===== config.mk =====
export PLATFORM = sky130hd
export DESIGN_NAME = command_arbiter_inex
export DESIGN_NICKNAME = d
export VERILOG_FILES = /design/src/rtl/cmd_inex_pkg.sv /design/src/rtl/cmd_fifo_inex.sv /design/src/rtl/command_arbiter_inex.sv
export SDC_FILE = /design/constraint.sdc
export NUM_CORES = 1
export LEC_CHECK = 0
export CAP_MARGIN = 40
export CORE_ASPECT_RATIO = 0.75
export CORE_UTILIZATION = 56
export CTS_CLUSTER_DIAMETER = 120
export DETAILED_ROUTE_END_ITERATION = 10
export GPL_TIMING_DRIVEN = 1
export PLACE_DENSITY = 0.86
export SYNTH_ARGS = -nofsm -noshare
export SYNTH_HDL_FRONTEND = slang
export SYNTH_HIERARCHICAL = 1
export SYNTH_SLANG_ARGS = --single-unit
export TNS_END_PERCENT = 1

===== constraint.sdc =====
create_clock -name i_clk -period 5.75 [get_ports i_clk]
set_input_delay 1.725 -clock i_clk [delete_from_list [all_inputs] [get_ports i_clk]]
set_output_delay 1.725 -clock i_clk [all_outputs]
set_load 0.02 [all_outputs]

===== src/rtl/cmd_inex_pkg.sv =====
// Shared definitions for the local-access command arbiter: source ids,
// word widths, arbiter state encoding and the round-robin pick helper.
package cmd_inex_pkg;

    localparam int CMD_W   = 64;
    localparam int TAG_W   = 2;
    localparam int NUM_SRC = 4;

    localparam logic [TAG_W-1:0] SRC_INTERIOR = 2'd0;
    localparam logic [TAG_W-1:0] SRC_EXT1     = 2'd1;
    localparam logic [TAG_W-1:0] SRC_EXT2     = 2'd2;
    localparam logic [TAG_W-1:0] SRC_EXT3     = 2'd3;

    typedef enum logic [1:0] {
        ST_IDLE = 2'd0,
        ST_SEND = 2'd1,
        ST_GAP  = 2'd2
    } arb_state_t;

    // Returns {found, id}: first requesting source after 'last' in cyclic
    // order last+1 .. last+4. Scanning from the farthest offset down lets
    // the nearest requester overwrite the result.
    function automatic logic [TAG_W:0] rr_pick(input logic [NUM_SRC-1:0] req,
                                               input logic [TAG_W-1:0]   last);
        logic [TAG_W:0]   res;
        logic [TAG_W-1:0] idx;
        res = 3'b000;
        for (int i = NUM_SRC; i >= 1; i--) begin
            idx = last + 2'(i);
            if (req[idx]) begin
                res = {1'b1, idx};
            end else begin
                res = res;
            end
        end
        return res;
    endfunction

endpackage


===== src/rtl/cmd_fifo_inex.sv =====
// Single-clock register FIFO for one command source. Pointers carry one
// extra wrap bit so full and empty are distinguished without a counter.
// Writes into a full FIFO and reads from an empty FIFO are ignored.
module cmd_fifo_inex
    import cmd_inex_pkg::*;
#(
    parameter int DEPTH = 4
) (
    input  logic             clk,
    input  logic             rst,
    input  logic             wr_en,
    input  logic [CMD_W-1:0] wr_data,
    input  logic             rd_en,
    output logic [CMD_W-1:0] rd_data,
    output logic             full,
    output logic             empty
);

    localparam int AW = $clog2(DEPTH);

    logic [CMD_W-1:0] mem_r [DEPTH];
    logic [AW:0]      wr_ptr_r;
    logic [AW:0]      rd_ptr_r;
    logic             push_s;
    logic             pop_s;

    assign full    = (wr_ptr_r[AW] != rd_ptr_r[AW]) &&
                     (wr_ptr_r[AW-1:0] == rd_ptr_r[AW-1:0]);
    assign empty   = (wr_ptr_r == rd_ptr_r);
    assign push_s  = wr_en & ~full;
    assign pop_s   = rd_en & ~empty;
    assign rd_data = mem_r[rd_ptr_r[AW-1:0]];

    // Pointer advance; reset discards all stored words.
    always_ff @(posedge clk or posedge rst) begin
        if (rst) begin
            wr_ptr_r <= '0;
            rd_ptr_r <= '0;
        end else begin
            if (push_s) begin
                wr_ptr_r <= wr_ptr_r + (AW+1)'(1);
            end
            if (pop_s) begin
                rd_ptr_r <= rd_ptr_r + (AW+1)'(1);
            end
        end
    end

    // Storage array; contents are meaningless until written, so no reset.
    always_ff @(posedge clk) begin
        if (push_s) begin
            mem_r[wr_ptr_r[AW-1:0]] <= wr_data;
        end
    end

endmodule


===== src/rtl/command_arbiter_inex.sv =====
// Shares the 66-bit local-access command output between the interior
// source (id 0) and three external sources (ids 1..3). Each source has its
// own FIFO; a round-robin arbiter drains them into one registered output
// tagged with the source id, with a programmable idle gap between words.
module command_arbiter_inex
    import cmd_inex_pkg::*;
#(
    parameter int FIFO_DEPTH = 4,
    parameter int MIN_GAP    = 1
) (
    input  logic        i_clk,
    input  logic        i_rst,
    input  logic [63:0] iv_command_from_interior,
    input  logic        i_command_wr_from_interior,
    input  logic [63:0] iv_command_from_external_1,
    input  logic        i_command_wr_from_external_1,
    input  logic [63:0] iv_command_from_external_2,
    input  logic        i_command_wr_from_external_2,
    input  logic [63:0] iv_command_from_external_3,
    input  logic        i_command_wr_from_external_3,
    output logic [65:0] ov_command,
    output logic        o_command_wr,
    output logic [3:0]  ov_fifo_full,
    output logic [31:0] ov_drop_cnt
);

    localparam logic       GAP_EN   = (MIN_GAP > 0) ? 1'b1 : 1'b0;
    localparam logic [7:0] GAP_LAST = (MIN_GAP > 0) ? 8'(MIN_GAP - 1) : 8'd0;

    logic [NUM_SRC-1:0] wr_s;
    logic [NUM_SRC-1:0] full_s;
    logic [NUM_SRC-1:0] empty_s;
    logic [NUM_SRC-1:0] pop_s;
    logic [CMD_W-1:0]   in_data_s [NUM_SRC];
    logic [CMD_W-1:0]   rd_data_s [NUM_SRC];
    logic [7:0]         drop_cnt_r [NUM_SRC];

    arb_state_t         state_r;
    arb_state_t         state_nxt_s;
    arb_state_t         arb_state_s;
    logic [TAG_W-1:0]   rr_last_r;
    logic [7:0]         gap_cnt_r;
    logic [7:0]         gap_cnt_nxt_s;
    logic [TAG_W:0]     pick_s;
    logic               arb_en_s;
    logic               load_s;
    logic [65:0]        ov_command_r;
    logic               o_command_wr_r;

    assign wr_s = {i_command_wr_from_external_3, i_command_wr_from_external_2,
                   i_command_wr_from_external_1, i_command_wr_from_interior};
    assign in_data_s[SRC_INTERIOR] = iv_command_from_interior;
    assign in_data_s[SRC_EXT1]     = iv_command_from_external_1;
    assign in_data_s[SRC_EXT2]     = iv_command_from_external_2;
    assign in_data_s[SRC_EXT3]     = iv_command_from_external_3;

    for (genvar g = 0; g < NUM_SRC; g++) begin : g_src
        cmd_fifo_inex #(.DEPTH(FIFO_DEPTH)) u_fifo (
            .clk     (i_clk),
            .rst     (i_rst),
            .wr_en   (wr_s[g]),
            .wr_data (in_data_s[g]),
            .rd_en   (pop_s[g]),
            .rd_data (rd_data_s[g]),
            .full    (full_s[g]),
            .empty   (empty_s[g])
        );
        assign ov_drop_cnt[8*g +: 8] = drop_cnt_r[g];
    end

    // Grant candidate only sees words already stored, so a same-cycle write
    // into an empty FIFO waits for a later arbitration.
    assign pick_s      = rr_pick(~empty_s, rr_last_r);
    assign arb_state_s = pick_s[TAG_W] ? ST_SEND : ST_IDLE;
    assign load_s      = arb_en_s & pick_s[TAG_W];
    assign pop_s       = load_s ? (4'b0001 << pick_s[TAG_W-1:0]) : 4'b0000;

    assign ov_command   = ov_command_r;
    assign o_command_wr = o_command_wr_r;
    assign ov_fifo_full = full_s;

    // Next-state logic: arbitration is allowed in IDLE, in SEND when no gap
    // is configured, and in the final GAP cycle, which keeps the aggregate
    // rate at exactly one word per (1 + MIN_GAP) cycles.
    always_comb begin
        state_nxt_s   = state_r;
        gap_cnt_nxt_s = gap_cnt_r;
        arb_en_s      = 1'b0;
        case (state_r)
            ST_IDLE: begin
                arb_en_s    = 1'b1;
                state_nxt_s = arb_state_s;
            end
            ST_SEND: begin
                if (GAP_EN) begin
                    state_nxt_s   = ST_GAP;
                    gap_cnt_nxt_s = 8'd0;
                end else begin
                    arb_en_s    = 1'b1;
                    state_nxt_s = arb_state_s;
                end
            end
            ST_GAP: begin
                if (gap_cnt_r == GAP_LAST) begin
                    arb_en_s    = 1'b1;
                    state_nxt_s = arb_state_s;
                end else begin
                    gap_cnt_nxt_s = gap_cnt_r + 8'd1;
                end
            end
            default: begin
                state_nxt_s = ST_IDLE;
            end
        endcase
    end

    // FSM, round-robin pointer and registered output word.
    always_ff @(posedge i_clk or posedge i_rst) begin
        if (i_rst) begin
            state_r        <= ST_IDLE;
            gap_cnt_r      <= 8'd0;
            rr_last_r      <= SRC_EXT3;
            ov_command_r   <= 66'd0;
            o_command_wr_r <= 1'b0;
        end else begin
            state_r        <= state_nxt_s;
            gap_cnt_r      <= gap_cnt_nxt_s;
            o_command_wr_r <= load_s;
            if (load_s) begin
                ov_command_r <= {pick_s[TAG_W-1:0], rd_data_s[pick_s[TAG_W-1:0]]};
                rr_last_r    <= pick_s[TAG_W-1:0];
            end
        end
    end

    // Saturating per-source drop counters; full is sampled before any pop.
    always_ff @(posedge i_clk or posedge i_rst) begin
        if (i_rst) begin
            for (int i = 0; i < NUM_SRC; i++) begin
                drop_cnt_r[i] <= 8'd0;
            end
        end else begin
            for (int i = 0; i < NUM_SRC; i++) begin
                if (wr_s[i] && full_s[i] && (drop_cnt_r[i] != 8'hFF)) begin
                    drop_cnt_r[i] <= drop_cnt_r[i] + 8'd1;
                end
            end
        end
    end

endmodule


=== After elaboration in Yosys (flattened, before gate mapping) ===
Memories as Yosys holds them, arrays and structs flattened.
Cells that the tools add are included.

* Register bits after elaboration: 135
* RAM bits: 1,024
* Input bits: 262
* Output and inout bits: 103
* Logic and storage cells: 129
* Memories kept: 4

* Add/sub/neg operators: 16
* Magnitude comparators: 5
* Equal/unequal tests: 20
* Shift operators: 1
* Multiplexer cells: 31
* Bitwise operators: 19
* Reductions and logical operators: 16

{| class="wikitable"
|+ Memory list
! memory !! words !! width !! read ports !! clocked after Yosys merged registers in !! wr ports !! RTL line !! source
|-
| g_src[0].u_fifo.mem_r || 4 || 64 || 1 || 0 || 1 || cmd_fifo_inex.sv:21 || <nowiki>logic [CMD_W-1:0] mem_r [DEPTH];</nowiki>
|-
| g_src[1].u_fifo.mem_r || 4 || 64 || 1 || 0 || 1 || cmd_fifo_inex.sv:21 ||
|-
| g_src[2].u_fifo.mem_r || 4 || 64 || 1 || 0 || 1 || cmd_fifo_inex.sv:21 ||
|-
| g_src[3].u_fifo.mem_r || 4 || 64 || 1 || 0 || 1 || cmd_fifo_inex.sv:21 ||
|}

{| class="wikitable"
|+ Operators by type and width
! cell !! count
|-
| 64-bit binary-select mux with 2-bit select || 1
|-
| 64-bit 2-to-1 mux || 2
|-
| 8-bit by 1-bit adder with 8-bit output (second input constant) || 5
|-
| 8-bit inequality test (second input constant) || 4
|-
| 3-bit by 1-bit adder with 3-bit output (second input constant) || 8
|-
| 8-bit case mux with 2 select lines || 1
|-
| 1-bit 2-to-1 mux || 14
|-
| 3-bit equality test || 4
|-
| 1-bit logical AND || 12
|-
| 2-bit by 3-bit less-than comparator with 1-bit output (second input constant) || 4
|-
| 3-bit 2-to-1 mux || 4
|-
| 1-bit AND || 9
|-
| 1-bit binary-select mux with 2-bit select || 4
|-
| 2-bit equality test || 4
|-
| 8-bit logical NOT || 1
|-
| 8-bit 2-to-1 mux || 1
|-
| 1-bit NOT || 8
|-
| 2-bit case mux with 3 select lines || 1
|-
| 2-bit adder (second input constant) || 2
|-
| 4-bit 2-to-1 mux || 1
|-
| 1-bit inequality test || 4
|-
| 2-bit inequality test (second input constant) || 2
|-
| 4-bit NOT || 1
|-
| 1-bit by 2-bit left shift with 4-bit output (first input constant) || 1
|-
| other kinds (10) || 10
|}

=== Depth between registers and ports, before layout ===
Gate-level depths: netlist of the first run.

* Depth in word-level cells: 12
* Mapped depth: 12
* Mapped depth without buffers: 10

=== By module ===
The synthesis of the first run kept the hierarchy.

{| class="wikitable"
|+ By module, submodules not included
! module !! times used !! cells each !! area each (sq um) !! sequential area each (sq um)
|-
| cmd_fifo_inex || 4 || 385 || 9,771.9 || 7,837.5
|-
| command_arbiter_inex || 1 || 714 || 6,511.2 || 2,780.2
|}

=== Worst setup path before layout of the first run ===
OpenSTA, ideal clock, no wires.

* Path kind: input to register
* From: in i_command_wr_from_interior
* To: mem g_src[0].u_fifo.mem_r[3][0], enable pin
* Setup time: 452 ps
* Arrival: 3,774 ps
* Data required time: 5,298 ps
* Setup slack: 1,524 ps
* Stages: 2
* Path buffers: 0
* Cells stage by stage: nand2_1 > a31oi_2

* Word-level cells in the longest chain between the ends: 3

{| class="wikitable"
|+ RTL lines
! element !! RTL line !! source
|-
| start: declaration || command_arbiter_inex.sv:14 || <nowiki>input logic i_command_wr_from_interior,</nowiki>
|-
| 1-bit AND || cmd_fifo_inex.sv:30 || <nowiki>assign push_s = wr_en & ~full;</nowiki>
|-
| 1-bit 2-to-1 mux || cmd_fifo_inex.sv:51 || <nowiki>if (push_s) begin</nowiki>
|-
| 1-bit 2-to-1 mux (implied by the code) || cmd_fifo_inex.sv:52 || <nowiki>mem_r[wr_ptr_r[AW-1:0]] <= wr_data;</nowiki>
|-
| end: declaration || cmd_fifo_inex.sv:21 ||
|}

Every way passes these cells.

=== Worst setup path after layout of the first run ===
* From: reg g_src[2].u_fifo.rd_ptr_r[0]
* To: out ov_fifo_full[2]

* Word-level cells in the longest chain between the ends: 2

{| class="wikitable"
|+ RTL lines
! element !! RTL line !! source
|-
| start: declaration || cmd_fifo_inex.sv:23 || <nowiki>logic [AW:0] rd_ptr_r;</nowiki>
|-
| start signal: assignment || cmd_fifo_inex.sv:44 || <nowiki>rd_ptr_r <= rd_ptr_r + (AW+1)'(1);</nowiki>
|-
| 2-bit equality test || cmd_fifo_inex.sv:28 || <nowiki>(wr_ptr_r[AW-1:0] == rd_ptr_r[AW-1:0]);</nowiki>
|-
| 1-bit logical AND || cmd_fifo_inex.sv:27 || <nowiki>assign full = (wr_ptr_r[AW] != rd_ptr_r[AW]) &&</nowiki>
|-
| end: declaration || command_arbiter_inex.sv:23 || <nowiki>output logic [3:0] ov_fifo_full,</nowiki>
|}

Every way passes these cells.

==> results of run 1 <==
-- flip-flops by register name, summed over array words and instances, names as in the netlist --
name and flops:
g_src.u_fifo/wr_ptr_r 12, gap_cnt_r 8, ov_command 66, ov_drop_cnt 32
rr_last_r 2, state_r 2, o_command_wr 1, g_src.u_fifo/rd_ptr_r 12
g_src.u_fifo/mem_r 1024
-- worst max-delay path, cell delays in order, from the launching register on --
cell             delay, ps
dfrtp_4                950
xnor2_2                270
nand3_1                210
inv_1                  180
clkdlybuf4s50_1        630
-- final cells by class --
class	instances	area (sq um)
Antenna cell	13	32.53
Clock buffer	141	2950
Clock inverter	55	450.4
Fill cell	4898	26530
Inverter	27	106.4
Multi-Input combinational cell	942	10550
Sequential cell	1159	34160
Tap cell	1058	1324
Timing Repair Buffer	418	4419
-- power breakdown --
part / leakage [nW] / internal [mW] / switching (mW)
logic: 5.19 / 4.90 / 6.89
clock network: 1.67 / 3.91 / 2.98
registers: 11.0 / 11.3 / 1.13
-- layer usage --
metal | part of all wire | global-route usage | vias to the layer above
met3 | 0.099 | 0.07162 | 229
li1 | - | - | 10084
met1 | 0.35 | 0.3393 | 12609
met5 | 0.0017 | 0 | -
met4 | 0.031 | 0.09156 | 28
met2 | 0.52 | 0.4537 | 1363
-- cell usage in the layout (no fill, tap or decap), types with 16 or more instances in the layout --
| cell | n |
|---|---|
| o31ai_1 | 22 |
| inv_1 | 25 |
| clkinv_2 | 24 |
| a21oi_1 | 77 |
| xor2_1 | 19 |
| dfrtp_1 | 125 |
| clkinv_1 | 17 |
| nor2_1 | 73 |
| nand3_1 | 69 |
| ha_1 | 26 |
| xnor2_1 | 35 |
| edfxtp_1 | 1024 |
| mux4_2 | 256 |
| buf_4 | 31 |
| clkdlybuf4s50_1 | 364 |
| and3_1 | 16 |
| clkbuf_1 | 24 |
| a221oi_1 | 57 |
| clkbuf_16 | 111 |
| nand2_1 | 36 |
| o21ai_0 | 64 |
| a21o_1 | 59 |
-- kinds of logic (layout without fill, tap and decap cells) --
group / count (synthesis) / in the layout / synth area share
flip-flops: 1159 / 1159 / 0.7485
AO/OA/AOI/OAI: 327 / 327 / 0.05024
XOR/XNOR: 66 / 66 / 0.01465
other: 0 / 13 / 0
buffers and inverters: 153 / 641 / 0.02308
AND/OR/NAND/NOR: 257 / 257 / 0.02758
multiplexers: 266 / 266 / 0.1288
adder cells (fa/ha/maj): 26 / 26 / 0.007134
-- path summary, 6_finish.rpt --
path,end,slack [ps]
setup / recovery,ov_fifo_full[2],1110
max in group asynchronous,ov_drop_cnt[12],3450
hold / removal,ov_drop_cnt[15],510
min in group asynchronous,g_src[0].u_fifo/wr_ptr_r[1],1470
hold reg to reg,ov_drop_cnt[15],510
setup reg to reg,g_src[2].u_fifo/rd_ptr_r[1],1500
==> flow_summary.toml, run 1 <==
[outcome]
status = "complete, no violations"

[sta]
max_freq_mhz = 215.4
fin_worst_skew_ps = 23.18
timing.final.crit_share = 0.8074
hold_violations = 0
slew_headroom = 0.3952
layout_min_cycle_time_ps = 4643
rsz0062_at_grt = "false"
setup-violations-final = 0
whs_ps = 511.3
setup_tns_ps = 0
tightest_slew_ps = 907.3
drv_slew = 0
final.setup.worst_slack_ps = 1107

[power]
cellPowerDensity_nw_per_um2 = 576.5
p_leak_nw = 17.89
peakVddDrop_mv = 0.4658
power_mw = 31.12

[final_layout]
stdcell_count = 3813
postLayoutCellArea_sq_um = 53990
post-route-util = 0.6705
layout-drive-gt1-share = 0.1926
areaGrowthSynthToFinish_pct = 18.40
final_nets = 2941

[yosys]
async_reset_ff_frac = 0.1165
yosys.cell_types.count = 61
ys_seq_area_frac = 0.7485
synth_top_cells_by_area = "edfxtp_1, mux4_2, dfrtp_1, a221oi_1, a21o_1"
ys_ff_latch = 1159
synth_top_cell_by_area = "edfxtp_1"
synth_warnings = 6
synthFlopType = "edfxtp_1"
netlist.area_leader.share = 0.6743
synth-edff-count = 1024
syn_area_per_cell_sq_um = 20.23
netlist_instances = 2254
syn_area_sq_um = 45600
synth_most_common_cell = "edfxtp_1"
synthesis.nets = 2542
synthTopCellsByCount = "edfxtp_1, mux4_2, dfrtp_1"

[worst_setup_path]
startpoint_type = "flip-flop"
cp_data_arrival_time_ps = 2920
r2r_cells = 9
worstPathRequired_ps = 4030
crit_start = "g_src[2].u_fifo/rd_ptr_r[0]"
r2r_start = "g_src[1].u_fifo/rd_ptr_r[1]"
end_kind = "output port"
path_max_fanout = 36
path_class = "reg2out"

[routing]
routed_wl_microns = 110300
num_vias = 24313
ant_nets = 0
viasPerCell = 6.376
wl_per_cell_microns = 28.92
drtPass1Iterations = 5
drcViolationCount = 0
first_iter_violations = 2934

[global_route]
antenna_found_initial = 25
grt_pass1_vias = 25156
grt_max_degree = 79
grt_pass1_wl_microns = 161700
grt-ovfl-total = 0
grt_use_total = 0.2687

[clocking]
cts_hold_buf = 0
post-cts-setup-buffer-count = 0
cts_resized = 0
clockRootBuffer = "clkbuf_16"
cts_buffers = 105
cts.clk_slew.worst_paths_ps = 60
clockBufferDepth = 3
cts_tree = "yes"
cts.htree.levels = 3
cts.sinks = 1159
clock_latency_ps = 680

[die]
core.rowCount = 90
start_util = 0.5663
dieWidth_microns = 331.5
chipHeight_microns = 249.1
fp.coreArea_sq_um = 80510
ioPinCount = 365
dieArea_sq_um = 82580

[placement]
finalWeightedCongestion = 0.8918
io_buffers = 364
dpl.cell_count = 3604
postPlaceCellArea_sq_um = 50550
dp_slack_ps = 1599
hpwl_microns = 70380

[worst_hold_path]
min_path_cells = 1
hold_path.class = "reg2reg"
min_from = "ov_drop_cnt[15]"

[flow_run]
maxCapViolCount = 0
(Power assumes the default switching activity.)
==> run 2, diff against run 1 <==
==> constraint.sdc (replaced) <==
create_clock -name i_clk -period 4.42 [get_ports i_clk]
set_input_delay 1.326 -clock i_clk [delete_from_list [all_inputs] [get_ports i_clk]]
set_output_delay 1.326 -clock i_clk [all_outputs]
set_load 0.02 [all_outputs]
==> flow_summary.toml, run 2 (synthesized netlist as in run 1, its figures left out) <==
[outcome]
status = "complete, no violations"

[final_layout]
area.sequential_sq_um = 34160
layout-drive-gt1-share = 0.1958
areaGrowthSynthToFinish_pct = 18.42
layout_common_cells = "edfxtp_1, clkdlybuf4s50_1, mux4_2, dfrtp_1, clkbuf_16"
multi_input_area_sq_um = 10550
largest_register_ffs = 1024
final_common_cell = "edfxtp_1"
final_nets = 2940
nFillCells = 4876

[sta]
setup-violations-final = 0
slew_headroom = 0.4309
setup_tns_ps = 0
hold_violations = 0
rsz0062_at_grt = "false"
max_freq_mhz = 237.0
fin_worst_skew_ps = 23.42
layout_min_cycle_time_ps = 4219
drv_slew = 0
whs_ps = 499.9
tightest_slew_ps = 853.7
timing.final.crit_share = 0.9546

[worst_setup_path]
slowest_delay_ps = 910
path_max_fanout = 32
end_kind = "output port"
cp_slowest_cell = "dfrtp_2"
worstPathRequired_ps = 3090
path_cells = "xnor2_1 -> nand3_1 -> inv_1 -> clkdlybuf4s50_1"
cp_data_arrival_time_ps = 2890
startpoint_type = "flip-flop"
path_class = "reg2out"

[die]
chipHeight_microns = 249.1
dieWidth_microns = 331.5
start_util = 0.5663
fp.coreArea_sq_um = 80510
dieArea_sq_um = 82580
ioPinCount = 365
core.rowCount = 90

[global_route]
antenna_found_initial = 17
grt-ovfl-total = 0
grt_pass1_vias = 25055
grt_pass1_wl_microns = 161300
grt_max_degree = 66
grt_use_total = 0.2671

[power]
cellPowerDensity_nw_per_um2 = 754.9
p_leak_nw = 17.92
power_mw = 40.76
peakVddDrop_mv = 0.7554

[routing]
routed_wl_microns = 110500
wl_per_cell_microns = 28.99
first_iter_violations = 2789
drtPass1Iterations = 6
ant_nets = 0
viasPerCell = 6.386
num_vias = 24332
drcViolationCount = 0

[clocking]
cts_tree = "yes"
post-cts-setup-buffer-count = 0
clockRootBuffer = "clkbuf_16"
cts_hold_buf = 0
cts.htree.levels = 3
cts_buffers = 106
cts_resized = 0
clockBufferDepth = 3
cts.clk_slew.worst_paths_ps = 60
clock_latency_ps = 670
cts.sinks = 1159

[placement]
hpwl_microns = 69170
finalWeightedCongestion = 0.8523
io_buffers = 364

[worst_hold_path]
hold_path.class = "reg2reg"

[flow_run]
maxCapViolCount = 0
## run 2: cell count changes in the layout (fill, tap and decap cells not counted), sizes merged
cell and change:
diode -4, inv +1, bufinv +6, clkinv +3
buf -2, clkbuf -7
## run 2: layer usage
metal	track usage	vias up	part of all wire
met1	0.3424	12593	0.35
li1	-	10075	-
met5	0	-	0.00096
met3	0.06516	219	0.10
met4	0.08718	14	0.032
met2	0.4519	1431	0.51
## run 2: area by class of cell
class | count | area share
sequential | 1159 | 0.6325
multi-input combinational | 942 | 0.1954
timing repair buffer | 416 | 0.07924
clock buffer | 134 | 0.05376
tap | 1058 | 0.02451
clock inverter | 65 | 0.01223
inverter | 27 | 0.001970
antenna | 9 | 0.0004171
## run 2: path summary, 6_finish.rpt
check / start / end / slack [ps] / cells past startpoint
min in group asynchronous: i_rst / g_src[0].u_fifo/rd_ptr_r[0] / 1300 / 2
hold reg to reg: ov_drop_cnt[31] / ov_drop_cnt[31] / 500 / 1
setup reg to reg: g_src[0].u_fifo/rd_ptr_r[1] / g_src[0].u_fifo/rd_ptr_r[1] / 720 / 10
setup / recovery: g_src[0].u_fifo/rd_ptr_r[1] / ov_fifo_full[0] / 200 / 4
max in group asynchronous: i_rst / ov_drop_cnt[22] / 2210 / 3
hold / removal: ov_drop_cnt[31] / ov_drop_cnt[31] / 500 / 1
## run 2: report_power, final
part	internal, mW	switching (mW)	total (mW)
registers	14.7	1.33	16.1
logic	6.33	9.02	15.3
clock network	5.41	3.95	9.36
total	26.5	14.3	40.8
## run 2: metrics by stage
step,instances,instance area (sq um),util,worst slack (ps)
5_1_grt,3810,54000,0.6707,103.1
2_1_floorplan,2254,45600,-,166.7
3_3_place_gp,3599,50350,0.6253,891.4
4_1_cts,3801,53980,0.6704,165.0
6_report,3810,54000,0.6707,200.9
3_5_place_dp,3602,50410,0.6261,818.2
## run 2: critical path: cells and delay by family, from the launching register on
family	cells	cell delay, ps
and+or+nand+nor	1	200
DFF	1	910
xor gates and xnor gates	1	290
buffers and inverters	2	800
==> run 3, diff against run 2 <==
--- a/config.mk
+++ b/config.mk
@@ -5,13 +5,13 @@
 export SDC_FILE = /design/constraint.sdc
 export NUM_CORES = 1
 export LEC_CHECK = 0
-export CAP_MARGIN = 40
 export CORE_ASPECT_RATIO = 0.75
+export CORE_MARGIN = 4
 export CORE_UTILIZATION = 56
 export CTS_CLUSTER_DIAMETER = 120
 export DETAILED_ROUTE_END_ITERATION = 10
 export GPL_TIMING_DRIVEN = 1
-export PLACE_DENSITY = 0.86
+export PLACE_DENSITY_LB_ADDON = 0.08
 export SYNTH_ARGS = -nofsm -noshare
 export SYNTH_HDL_FRONTEND = slang
 export SYNTH_HIERARCHICAL = 1
==> flow_summary.toml, run 3 (synthesized netlist as in run 1, its figures left out) <==
[routing]
ant_nets = 0
highest_layer = "met5"
wl_per_cell_microns = 27.49
detailroute.wirelength.met2_microns = 55490
viasPerCell = 6.114
routed_wl_microns = 104900
dr_wl_met3_microns = 7434
drcViolationCount = 0
drtPass1Iterations = 5
num_vias = 23326
first_iter_violations = 2089
wl_met1_microns = 39780

[global_route]
grt-ovfl-total = 0
grt_max_degree = 72
antenna_found_initial = 8
grt_pass1_wl_microns = 155700
grt_use_total = 0.2464
grt_pass1_vias = 24038

[worst_setup_path]
critical_path.top_delay_family = "buffers and inverters"
path_buf_inv = 2
r2r_start = "g_src[2].u_fifo/rd_ptr_r[1]"
r2r-end = "g_src[1].u_fifo/rd_ptr_r[1]"
r2r_cells = 10
startpoint_type = "flip-flop"
cp_slowest_cell = "dfrtp_4"
worstPathRequired_ps = 3090
path_max_fanout = 28
path_class = "reg2out"
cp_data_arrival_time_ps = 2790
path_cells = "xnor2_1 -> nand3_1 -> inv_1 -> clkdlybuf4s50_1"
r2r_slack_ps = 860
slowest_delay_ps = 660
end_kind = "output port"

[final_layout]
final_common_cell = "edfxtp_1"
nFillCells = 5186
largest_register_ffs = 1024
layout-drive-gt1-share = 0.2000
stdcell_count = 3815
final_nets = 2949
layout_common_cells = "edfxtp_1, clkdlybuf4s50_1, mux4_2, dfrtp_1, clkbuf_16"
areaGrowthSynthToFinish_pct = 18.75

[power]
cellPowerDensity_nw_per_um2 = 751.1
peakVddDrop_mv = 0.8164
p_leak_nw = 17.99

[placement]
hpwl_microns = 68880
finalWeightedCongestion = 0.8136
dpl.cell_count = 3609
io_buffers = 364

[sta]
setup-violations-final = 0
tightest_slew_ps = 1055
layout_min_cycle_time_ps = 4115
drv_slew = 0
fin_worst_skew_ps = 28.32
timing.final.crit_share = 0.9310
setup_tns_ps = 0
hold_violations = 0
max_freq_mhz = 243.0
rsz0062_at_grt = "false"
slew_headroom = 0.2968

[clocking]
cts_buffers = 108
cts.htree.levels = 3
cts_resized = 0
post-cts-setup-buffer-count = 0
cts_hold_buf = 0
cts.sinks = 1159
cts.clk_slew.worst_paths_ps = 60
clockRootBuffer = "clkbuf_16"
clockBufferDepth = 3
clock_latency_ps = 670
cts_tree = "yes"

[die]
core.rowCount = 90
dieWidth_microns = 337.5
start_util = 0.5663
ioPinCount = 365
dieArea_sq_um = 86100
chipHeight_microns = 255.1
fp.coreArea_sq_um = 80510

[worst_hold_path]
hold_path.class = "reg2reg"
whs_endpoint = "ov_drop_cnt[15]"
min_path_cells = 1
min_from = "ov_drop_cnt[15]"

[flow_run]
maxCapViolCount = 0

[outcome]
status = "complete, no violations"
-- run 3: cell count changes in the layout (fill, tap and decap cells not counted), moves of 2 or more --
| cell | before | now |
|---|---|---|
| buf_4 | 33 | 45 |
| clkinv_2 | 28 | 18 |
| diode_2 | 9 | 2 |
| clkinvlp_4 | 4 | 10 |
| clkbuf_8 | 6 | 11 |
| buf_12 | 18 | 14 |
| bufinv_16 | 13 | 16 |
| clkinv_8 | 0 | 2 |
-- run 3: report_power, final --
part	switching, mW	internal (mW)	total [mW]
registers	1.14	14.7	15.9
logic	8.83	6.34	15.2
clock network	3.95	5.67	9.62
-- run 3: worst max-delay path by stage --
stage,cells past startpoint,startpoint,endpoint,slack [ps]
2_1_floorplan,1,i_rst,gap_cnt_r[0],170
6_report,4,g_src[2].u_fifo/rd_ptr_r[1],ov_fifo_full[2],310
4_1_cts,4,g_src[2].u_fifo/rd_ptr_r[1],ov_fifo_full[2],270
3_5_place_dp,9,g_src[2].u_fifo/rd_ptr_r[1],g_src[1].u_fifo/rd_ptr_r[2],840
5_1_grt,4,g_src[2].u_fifo/rd_ptr_r[1],ov_fifo_full[2],140
3_3_place_gp,9,g_src[2].u_fifo/rd_ptr_r[1],g_src[1].u_fifo/rd_ptr_r[0],930
-- run 3: area by class of cell --
cell class                 instances  area, sq um  share of cell area
inverter                          27        106.4            0.001964
clock inverter                    67        803.3             0.01484
clock buffer                     137         2943             0.05435
multi-input combinational        942        10550              0.1948
sequential                      1159        34160              0.6308
tap                             1058         1324             0.02445
antenna                            2        5.005          0.00009243
timing repair buffer             423         4262             0.07870
-- run 3: per-stage QoR --
step                      power [mW]  hold slack, ps  setup slack, ps  utilization  area (sq um)
after global placement         31.11           467.5            929.9       0.6259         50400
after CTS                      41.15           498.4            273.2       0.6724         54140
after global routing           42.66           519.9            136.9       0.6725         54140
after floorplan                26.15           487.4            166.7            -         45600
after detailed placement       31.49           489.6            842.0       0.6259         50400
final                          40.67           498.7            305.1       0.6725         54150
-- run 3: worst register-to-register path: stages, from the launching register on --
cell and delay [ps]:
dfrtp_4 660, xor2_1 280, nor3_1 280, buf_4 230
nor2b_1 300, o21a_2 590, nor2_4 200, nor3_1 520
nand2b_1 180, o31ai_1 110, a211oi_1 110
-- run 3: routing by layer --
metal / vias up / GRT usage
li1: 10070 / -
met1: 12302 / 0.3279
met2: 819 / 0.4275
met3: 125 / 0.05049
met4: 10 / 0.05616
met5: - / 0
